$ cat src/rtl/pipe_reg_en.sv
// pipe_reg_en: a chain of DEPTH enabled registers, each with its own valid bit.
// The chain has a global stall and a synchronous flush. A stalled output stage
// only blocks the stages behind it when every stage is occupied, so bubbles
// collapse forward.
module pipe_reg_en #(
    parameter int               WIDTH   = 16,
    parameter int               DEPTH   = 2,
    parameter logic [WIDTH-1:0] RST_VAL = '0,
    parameter int               CW      = $clog2(DEPTH + 1)
) (
    input  logic             clk,
    input  logic             rst,
    input  logic             in_valid,
    input  logic [WIDTH-1:0] in_data,
    output logic             in_ready,
    input  logic             stall,
    input  logic             flush,
    output logic             out_valid,
    output logic [WIDTH-1:0] out_data,
    output logic [CW-1:0]    occupancy
);

    logic [DEPTH-1:0] v_reg;
    logic [WIDTH-1:0] d_reg [DEPTH];

    // r[i]: stage i may load this edge. r[DEPTH] is the downstream acceptance.
    logic [DEPTH:0]   r;

    // What each stage would load: the previous stage, or the input port for stage 0.
    logic [DEPTH-1:0] up_v;
    logic [WIDTH-1:0] up_d [DEPTH];

    assign r[DEPTH] = !stall;

    generate
        for (genvar gi = 0; gi < DEPTH; gi++) begin : g_stage
            // A stage can take new content if it is empty or if its own content moves on.
            assign r[gi] = !v_reg[gi] | r[gi+1];

            if (gi == 0) begin : g_src_port
                assign up_v[gi] = in_valid;
                assign up_d[gi] = in_data;
            end else begin : g_src_prev
                assign up_v[gi] = v_reg[gi-1];
                assign up_d[gi] = d_reg[gi-1];
            end

            // Valid bit: cleared by flush, otherwise follows upstream when this stage is ready.
            always_ff @(posedge clk or posedge rst) begin
                if (rst) begin
                    v_reg[gi] <= 1'b0;
                end else if (flush) begin
                    v_reg[gi] <= 1'b0;
                end else if (r[gi]) begin
                    v_reg[gi] <= up_v[gi];
                end
            end

            // Data: only a real upstream entry overwrites it, and a flush leaves it alone.
            always_ff @(posedge clk or posedge rst) begin
                if (rst) begin
                    d_reg[gi] <= RST_VAL;
                end else if (!flush && r[gi] && up_v[gi]) begin
                    d_reg[gi] <= up_d[gi];
                end
            end
        end
    endgenerate

    // Handshake outputs come straight from the ready chain and the last stage.
    assign in_ready  = r[0] & !flush;
    assign out_valid = v_reg[DEPTH-1];
    assign out_data  = d_reg[DEPTH-1];

    // Occupancy is the number of set valid bits.
    always_comb begin
        occupancy = '0;
        for (int i = 0; i < DEPTH; i++) begin
            occupancy = occupancy + CW'(v_reg[i]);
        end
    end

endmodule

$ cat config.mk
export PLATFORM = sky130hd
export DESIGN_NAME = pipe_reg_en
export DESIGN_NICKNAME = d
export VERILOG_FILES = /design/src/rtl/pipe_reg_en.sv
export SDC_FILE = /design/constraint.sdc
export NUM_CORES = 1
export LEC_CHECK = 0
export ABC_AREA = 1
export BUFFER_PORTS_ARGS = -buffer_cell sky130_fd_sc_hd__buf_2
export CAP_MARGIN = 20
export CORE_MARGIN = 2
export CORE_UTILIZATION = 55
export CTS_CLUSTER_SIZE = 30
export DETAILED_ROUTE_END_ITERATION = 6
export GPL_TIMING_DRIVEN = 0
export PLACE_DENSITY = 0.95
export SKIP_LAST_GASP = 1
export SYNTH_ARGS = -nofsm -noshare
export SYNTH_HDL_FRONTEND = slang
export SYNTH_SLANG_ARGS = --single-unit
$ cat constraint.sdc
create_clock -name clk -period 2.5 [get_ports clk]
set_clock_uncertainty 0.15 [all_clocks]
set_input_delay 0.25 -clock clk [delete_from_list [all_inputs] [get_ports clk]]
set_output_delay 0.25 -clock clk [all_outputs]
set_load 0.1 [all_outputs]
==> summary.txt, run 1 <==
Clock tree
  • Skew-Pair Late Insertion Delay: 0.35 ns
  • Clk sinks: 34
  • Worst-path clk slew: roughly 0.090 ns
  • Hold Buf Count CTS: 11
  • CTS resizes: 0
  • CTS tree: yes
  • Worst-case clock buffer depth: 2
  • Num CTS Buffers: 5
  • H-tree depth: 2
  • CTS Root Buffer Type: clkbuf_4
  • # Post-CTS Setup Buffers: 0

Final layout
  • N_diodes: 0
  • Synth-to-Final Area Change: 29.9%
  • Filler cell count: around 190
  • Layout cells sized above 1: 0.338
  • Fin nets: between 200 and 250

Yosys
  • Multiplexer share of the synthesized area: 0
  • Leading area contributor after synthesis: dfrtp_1
  • Net count after synthesis: 187
  • Warnings, synthesis: 0
  • Main flop type after synthesis: dfrtp_1
  • Yosys reg bits: 34
  • Post-synth EDFFs: 0
  • Mean Syn Cell Area: 9.32 um2
  • Post-Synth Simple-Gate Area: 0.221
  • Largest family of logic cells by synthesized area: simple AND/OR/NAND/NOR gates
  • Top post-synthesis cells by count: nand2_1, dfrtp_1, inv_1, o21ai_0
  • Synth Area in XOR/XNOR: 0
  • Post-synthesis instance area: 1540 um2
  • Synth Area in Compound Gates: 0.0586
  • Syn Inst Count: around 170
  • Top-count cell post-synth: nand2_1
  • Synth Area in Adders: 0.00814
  • Post-synthesis sequential area ratio: 0.553
  • Distinct cells, synth: 12
  • Ranking of synthesized cells by area: dfrtp_1, nand2_1, buf_4, nand4_1, o21ai_0
  • Synth top area share: 0.553
  • Asr flop ratio synth: 1.00

Routing
  • DRC viols: 0
  • Initial DRC count: 50
  • Vias: 1298
  • Wire per inst: between 10 and 15 um
  • Drt first pass iters: 4
  • Post-route antenna net violation count: 0
  • Final WL: 3.25 mm
  • Via/cell ratio: around 5.1

Setup path
  • Kind of critical path: in -> out
  • R2r setup slk: 1.11 ns
  • End point of the critical path: in_ready
  • CP Data Required Time: 2.10 ns
  • Worst setup EP type: primary output
  • CP max stage delay: 0.53 ns
  • Critical path depth: 7
  • Worst-path maximum fanout: 10
  • RR Endpoint: out_data[7]$_DFFE_PP0P_
  • CP bufs+invs: 6
  • Startpoint types: input port
  • Worst-case reg-to-reg path depth: 4
  • R2r startpoint: out_valid$_DFFE_PP0P_
  • Critical path's most frequent cell: buf_2
  • Worst Path Arrival: 1.82 ns
  • CP max-delay cell: dlygate4sd3_1
  • Delay-heaviest family, CP: buffers and inverters
  • Critical Path Source: flush
  • CP cell instances: dlygate4sd3_1 > buf_2 > inv_4 > buf_2 > nand2_1 > inv_1 > buf_2

STA
  • Slew @ Worst Pin: about 0.66 ns
  • Unrepaired setup endpoints after global routing: no
  • Period utilisation layout: 0.890
  • Slew margin rel.: 0.557
  • Setup ws final: 0.276 ns
  • Fin crit period: 2.22 ns
  • Maximum clock frequency: between 400 and 500 MHz
  • Setup TNS: 0 ns
  • Max-slew violation total from the final report: 0
  • # setup viols final: 0
  • Fin. Hold Viols: 0

GRT
  • GRT busiest layer: met2
  • Largest net degree at the start of global routing: 20
  • Tot GR Track Use: 0.217
  • GRT overflow: 0
  • Met3 GRT Util: 0.0714
  • First-pass GRT wire length: slightly above 5 mm
  • M1 GR Usage: 0.262
  • Vias in the first global route: 1133
  • M2 GR Usage: 0.350
  • Initial antenna violation count: 0

Pwr
  • Tot Pwr: 1.83 mW
  • PD cells: 914 nW/um2
  • Leakage: 1.11 nW
  • VDD IR max: 0.637 mV

Floorplanning
  • Die Area: 3230 um2
  • Die Height: 56.9 um
  • Row count: 19
  • Top Ports: 41
  • Core box area: about 2700 um2
  • Starting Density: 0.567
  • Die X: 56.9 um

Placement
  • Post-DP HPWL: between 2 and 2.5 mm
  • RePlAce Congestion: roughly 0.77
  • PortBufs: 39
  • Setup Slack @ Placement: approximately 0.75 ns

Hold path
  • Hold path cells: 3
  • Hold WC Path Type: in -> reg

Job
  • Max_cap viols: 0

Run status
  • Status: complete, no violations
-- worst min-delay path by stage --
stage                                startpoint                       end  slack [ns]
after global placement    d_reg[31]$_DFFE_PP0P_     d_reg[31]$_DFFE_PP0P_        0.30
after global routing                in_data[15]     d_reg[31]$_DFFE_PP0P_       0.002
after CTS                           in_data[15]     d_reg[31]$_DFFE_PP0P_       0.003
after detailed placement                    rst  out_data[14]$_DFFE_PP0P_        0.23
final                                in_data[7]     d_reg[23]$_DFFE_PP0P_       0.008
after floorplan                           flush       up_v[1]$_DFFE_PP0P_        0.21
-- where the power goes --
| part | leakage, nW | total (mW) | switching, mW | internal [mW] |
|---|---|---|---|---|
| Clock | 0.0446 | 0.375 | 0.183 | 0.192 |
| Combinational | 0.639 | 0.759 | 0.578 | 0.180 |
| Sequential | 0.430 | 0.693 | 0.0532 | 0.640 |
| Total | 1.11 | 1.83 | 0.814 | 1.01 |
-- metrics by stage --
stage / instances / instance area [um2] / hold WS [ns] / utilization
after floorplan: 165 / 1540 / 0.209 / -
after global placement: 235 / 1770 / 0.305 / 0.654
after detailed placement: 236 / 1800 / 0.232 / 0.664
after CTS: 255 / 1990 / 0.00339 / 0.734
after global routing: 256 / 2000 / 0.00159 / 0.737
final: 256 / 2000 / 0.00787 / 0.737
-- logic make-up after synthesis --
kind of cell	count (synthesis)
simple gates	69
buf+inv	43
compound gates	18
fa+ha+maj	1
flops	34
-- layout make-up --
cell class,instances,area [um2],area share
sequential,34,851,0.426
inverter,19,73.8,0.0369
multi-input combinational,88,443,0.222
clock buffer,8,78.8,0.0394
timing repair buffer,52,343,0.172
tap,31,38.8,0.0194
buffer,24,170,0.0852
-- routing by layer --
layer	part of all wire	up-vias
met2	0.50	46
li1	-	632
met4	0.026	0
met1	0.42	610
met5	0	-
met3	0.057	10
-- cells in the final DEF, fill, tap and decap left out --
cell type,n
buf_2,45
dfrtp_1,34
clkbuf_4,5
inv_4,1
buf_8,1
nand4_1,16
inv_1,18
ha_1,1
nand3_4,3
clkbuf_2,1
clkbuf_8,3
dlygate4sd3_1,12
buf_16,1
buf_4,16
nand2_1,50
o21ai_0,18
-- worst register-to-register path: cells and delay by family, from the launching register on --
kind            cells  cell delay [ns]
simple gates        2             0.27
compound gates      1             0.22
buf+inv             1             0.21
flops               1             0.45
(Power assumes the default switching activity.)
==> run 2, diff against run 1 <==
--- a/config.mk
+++ b/config.mk
@@ -5,7 +5,6 @@
 export SDC_FILE = /design/constraint.sdc
 export NUM_CORES = 1
 export LEC_CHECK = 0
-export ABC_AREA = 1
 export BUFFER_PORTS_ARGS = -buffer_cell sky130_fd_sc_hd__buf_2
 export CAP_MARGIN = 20
 export CORE_MARGIN = 2
==> run 2 against run 1 <==
Effect of this change:
- largest cell class unchanged
- largest power group unchanged
- wire length decreased by 17%
- via count decreased by 29%
- register-to-register slack got worse by 0.18 ns
==> summary.txt, run 2 <==
Run status
  • Status: complete, no violations

GRT
  • M2 GR Usage: 0.351 (+0.000762)
  • Tot GR Track Use: 0.204 (-0.0129)
  • GRT busiest layer: met2
  • Largest net degree at the start of global routing: 27 (+35%)
  • GRT overflow: 0 (unchanged)
  • Vias in the first global route: 1060 (-6.4%)
  • M1 GR Usage: 0.237 (-0.0250)
  • First-pass GRT wire length: 4.84 mm (-6.0%)
  • Initial antenna violation count: 0 (unchanged)
  • Met3 GRT Util: 0.0581 (-0.0133)

Setup path
  • R2r startpoint: up_v[1]$_DFFE_PP0P_
  • Worst Path Arrival: 1.59 ns (-0.23 ns)
  • Worst-case reg-to-reg path depth: 4 (unchanged)
  • Kind of critical path: in -> out
  • Worst setup EP type: primary output
  • CP Data Required Time: 2.10 ns (about the same)
  • Startpoint types: input port
  • Worst-path maximum fanout: 4 (-6)
  • Critical Path Source: flush

Final layout
  • Fin nets: 182 (-26%)
  • Most frequent cells in the layout: buf_2, dfrtp_1, mux2_2
  • Layout cells sized above 1: 0.640 (+0.302)
  • Layout Cells excl Fill: 191 (-25%)
  • N_diodes: 0 (unchanged)
  • Synth-to-Final Area Change: 35.2%
  • Commonest non-fill, non-tap cell in the layout: buf_2

Yosys
  • Mean Syn Cell Area: 15.9 um2 (+70%)
  • Ranking of synthesized cells by area: dfrtp_1, mux2_2, mux2_4, buf_4, a31oi_4
  • Post-synth EDFFs: 0 (unchanged)
  • Post-synthesis sequential area ratio: 0.570 (+0.0172)
  • Warnings, synthesis: 0 (unchanged)
  • Top-count cell post-synth: dfrtp_1
  • Top post-synthesis cells by count: dfrtp_1, mux2_2, buf_4
  • Leading area contributor after synthesis: dfrtp_1
  • Syn Inst Count: 94 (-43%)
  • Net count after synthesis: 116 (-38%)
  • Yosys reg bits: 34 (unchanged)
  • Synth top area share: 0.570 (+0.0172)
  • Asr flop ratio synth: 1.00 (unchanged)
  • Main flop type after synthesis: dfrtp_1
  • Distinct cells, synth: 15 (+3)
  • Post-synthesis instance area: 1490 um2 (-3.0%)

Placement
  • Post-DP HPWL: 1.83 mm (-22%)
  • PortBufs: 40 (+2.6%)
  • RePlAce Congestion: 0.714 (-6.8%)
  • Placed cell count: 165 (-30%)
  • Setup Slack @ Placement: 0.906 ns (+0.155 ns)

Floorplanning
  • Core box area: 2520 um2 (-6.9%)
  • Die X: 56.1 um (-1.4%)
  • Top Ports: 41 (unchanged)
  • Die Height: 56.1 um (-1.4%)
  • Die Area: 3140 um2 (-2.8%)
  • Row count: 18 (-1)
  • Starting Density: 0.591 (+0.0239)

Clock tree
  • CTS Root Buffer Type: clkbuf_4
  • Num CTS Buffers: 5 (unchanged)
  • H-tree depth: 2 (unchanged)
  • CTS tree: yes
  • Clk sinks: 34 (unchanged)
  • Worst-path clk slew: 0.09 ns (about the same)
  • Skew-Pair Late Insertion Delay: 0.33 ns (-0.02 ns)
  • Worst-case clock buffer depth: 2 (unchanged)

STA
  • Setup TNS: 0 ns (unchanged)
  • Unrepaired setup endpoints after global routing: no
  • Fin crit period: 1.99 ns (-0.235 ns)
  • Slew margin rel.: 0.670 (+0.113)
  • # setup viols final: 0 (unchanged)
  • Fin. Hold Viols: 0 (unchanged)
  • Period utilisation layout: 0.795 (-0.0942)
  • Maximum clock frequency: 503 MHz (+12%)
  • Setup ws final: 0.511 ns (+0.235 ns)
  • Max-slew violation total from the final report: 0 (unchanged)
  • Slew @ Worst Pin: 0.499 ns (-0.165 ns)

Routing
  • DRC viols: 0 (unchanged)
  • Initial DRC count: 11 (-78%)
  • Final WL: 2.71 mm (-17%)
  • Drt first pass iters: 4 (unchanged)
  • Vias: 924 (-29%)
  • Via/cell ratio: 4.84 (-4.6%)
  • Wire per inst: 14.2 um (+12%)
  • Post-route antenna net violation count: 0 (unchanged)

Hold path
  • Hold path cells: 3 (unchanged)
  • Hold WC Path Type: in -> reg
  • Hold_sp: in_valid

Job
  • Max_cap viols: 0 (unchanged)

Pwr
  • Leakage: 1.02 nW (-8.4%)
  • Tot Pwr: 2.13 mW (+17%)
  • PD cells: 1060 nW/um2 (+16%)
  • VDD IR max: 0.766 mV (+20%)
==> run 2: cell types whose count changed after synthesis, sizes merged, moves of 2 or more <==
cell / delta
o21ai: -18
nor2: +2
inv: -18
nand3: -3
mux2: +32
nand2: -48
buf: -5
a31oi: +2
nand4: -16
==> run 2: kinds of logic after synthesis <==
family	Yosys count	share of synthesized area
AND/OR/NAND/NOR	5	0.0285
AO/OA/AOI/OAI	3	0.0218
flip-flops	34	0.570
buffers and inverters	19	0.104
multiplexers	32	0.267
adder cells (fa/ha/maj)	1	0.00839
==> run 2: worst max-delay path, stage by stage <==
cell,delay [ns]
dlygate4sd3_1,0.53
buf_2,0.15
a31oi_4,0.19
buf_2,0.46
==> run 2: routing by layer <==
layer	vias up	routed length, um
met5	-	0
met4	0	55
met3	8	147
met2	29	1400
met1	445	1100
li1	442	-
==> run 2: layout make-up <==
| type | instances | area (um2) |
|---|---|---|
| buffer | 18 | 151 |
| clock buffer | 8 | 78.8 |
| fill | 156 | 505 |
| inverter | 1 | 3.75 |
| multi-input combinational | 41 | 485 |
| sequential | 34 | 852 |
| tap | 30 | 37.5 |
| timing repair buffer | 59 | 408 |
==> run 2: path summary, 6_finish.rpt <==
kind                                                  to  slack (ns)
worst min-delay path                 up_v[1]$_DFFE_PP0P_        0.05
worst max register to register     d_reg[23]$_DFFE_PP0P_        0.93
worst max-delay path                            in_ready        0.51
min in group asynchronous       out_data[13]$_DFFE_PP0P_        0.29
worst min register to register   out_data[2]$_DFFE_PP0P_        0.36
max in group asynchronous          out_valid$_DFFE_PP0P_        1.42
==> run 2: timing repair <==
item	CTS	global route
endpoints found under the hold margin	26	0
hold buffers	18	0
setup buffers	0	0
resized for setup	0	0
==> run 2: power breakdown <==
part           internal, mW  switching (mW)
sequential            0.669          0.0629
clock                 0.192           0.177
combinational         0.293           0.740
total                  1.15           0.980
==> run 2: stage by stage <==
step / util / area [um2] / hold WS, ns
4_1_cts: 0.800 / 2020 / 0.0524
5_1_grt: 0.800 / 2020 / 0.0710
6_report: 0.800 / 2020 / 0.0476
3_3_place_gp: 0.686 / 1730 / 0.325
2_1_floorplan: - / 1490 / 0.163
3_5_place_dp: 0.697 / 1760 / 0.122
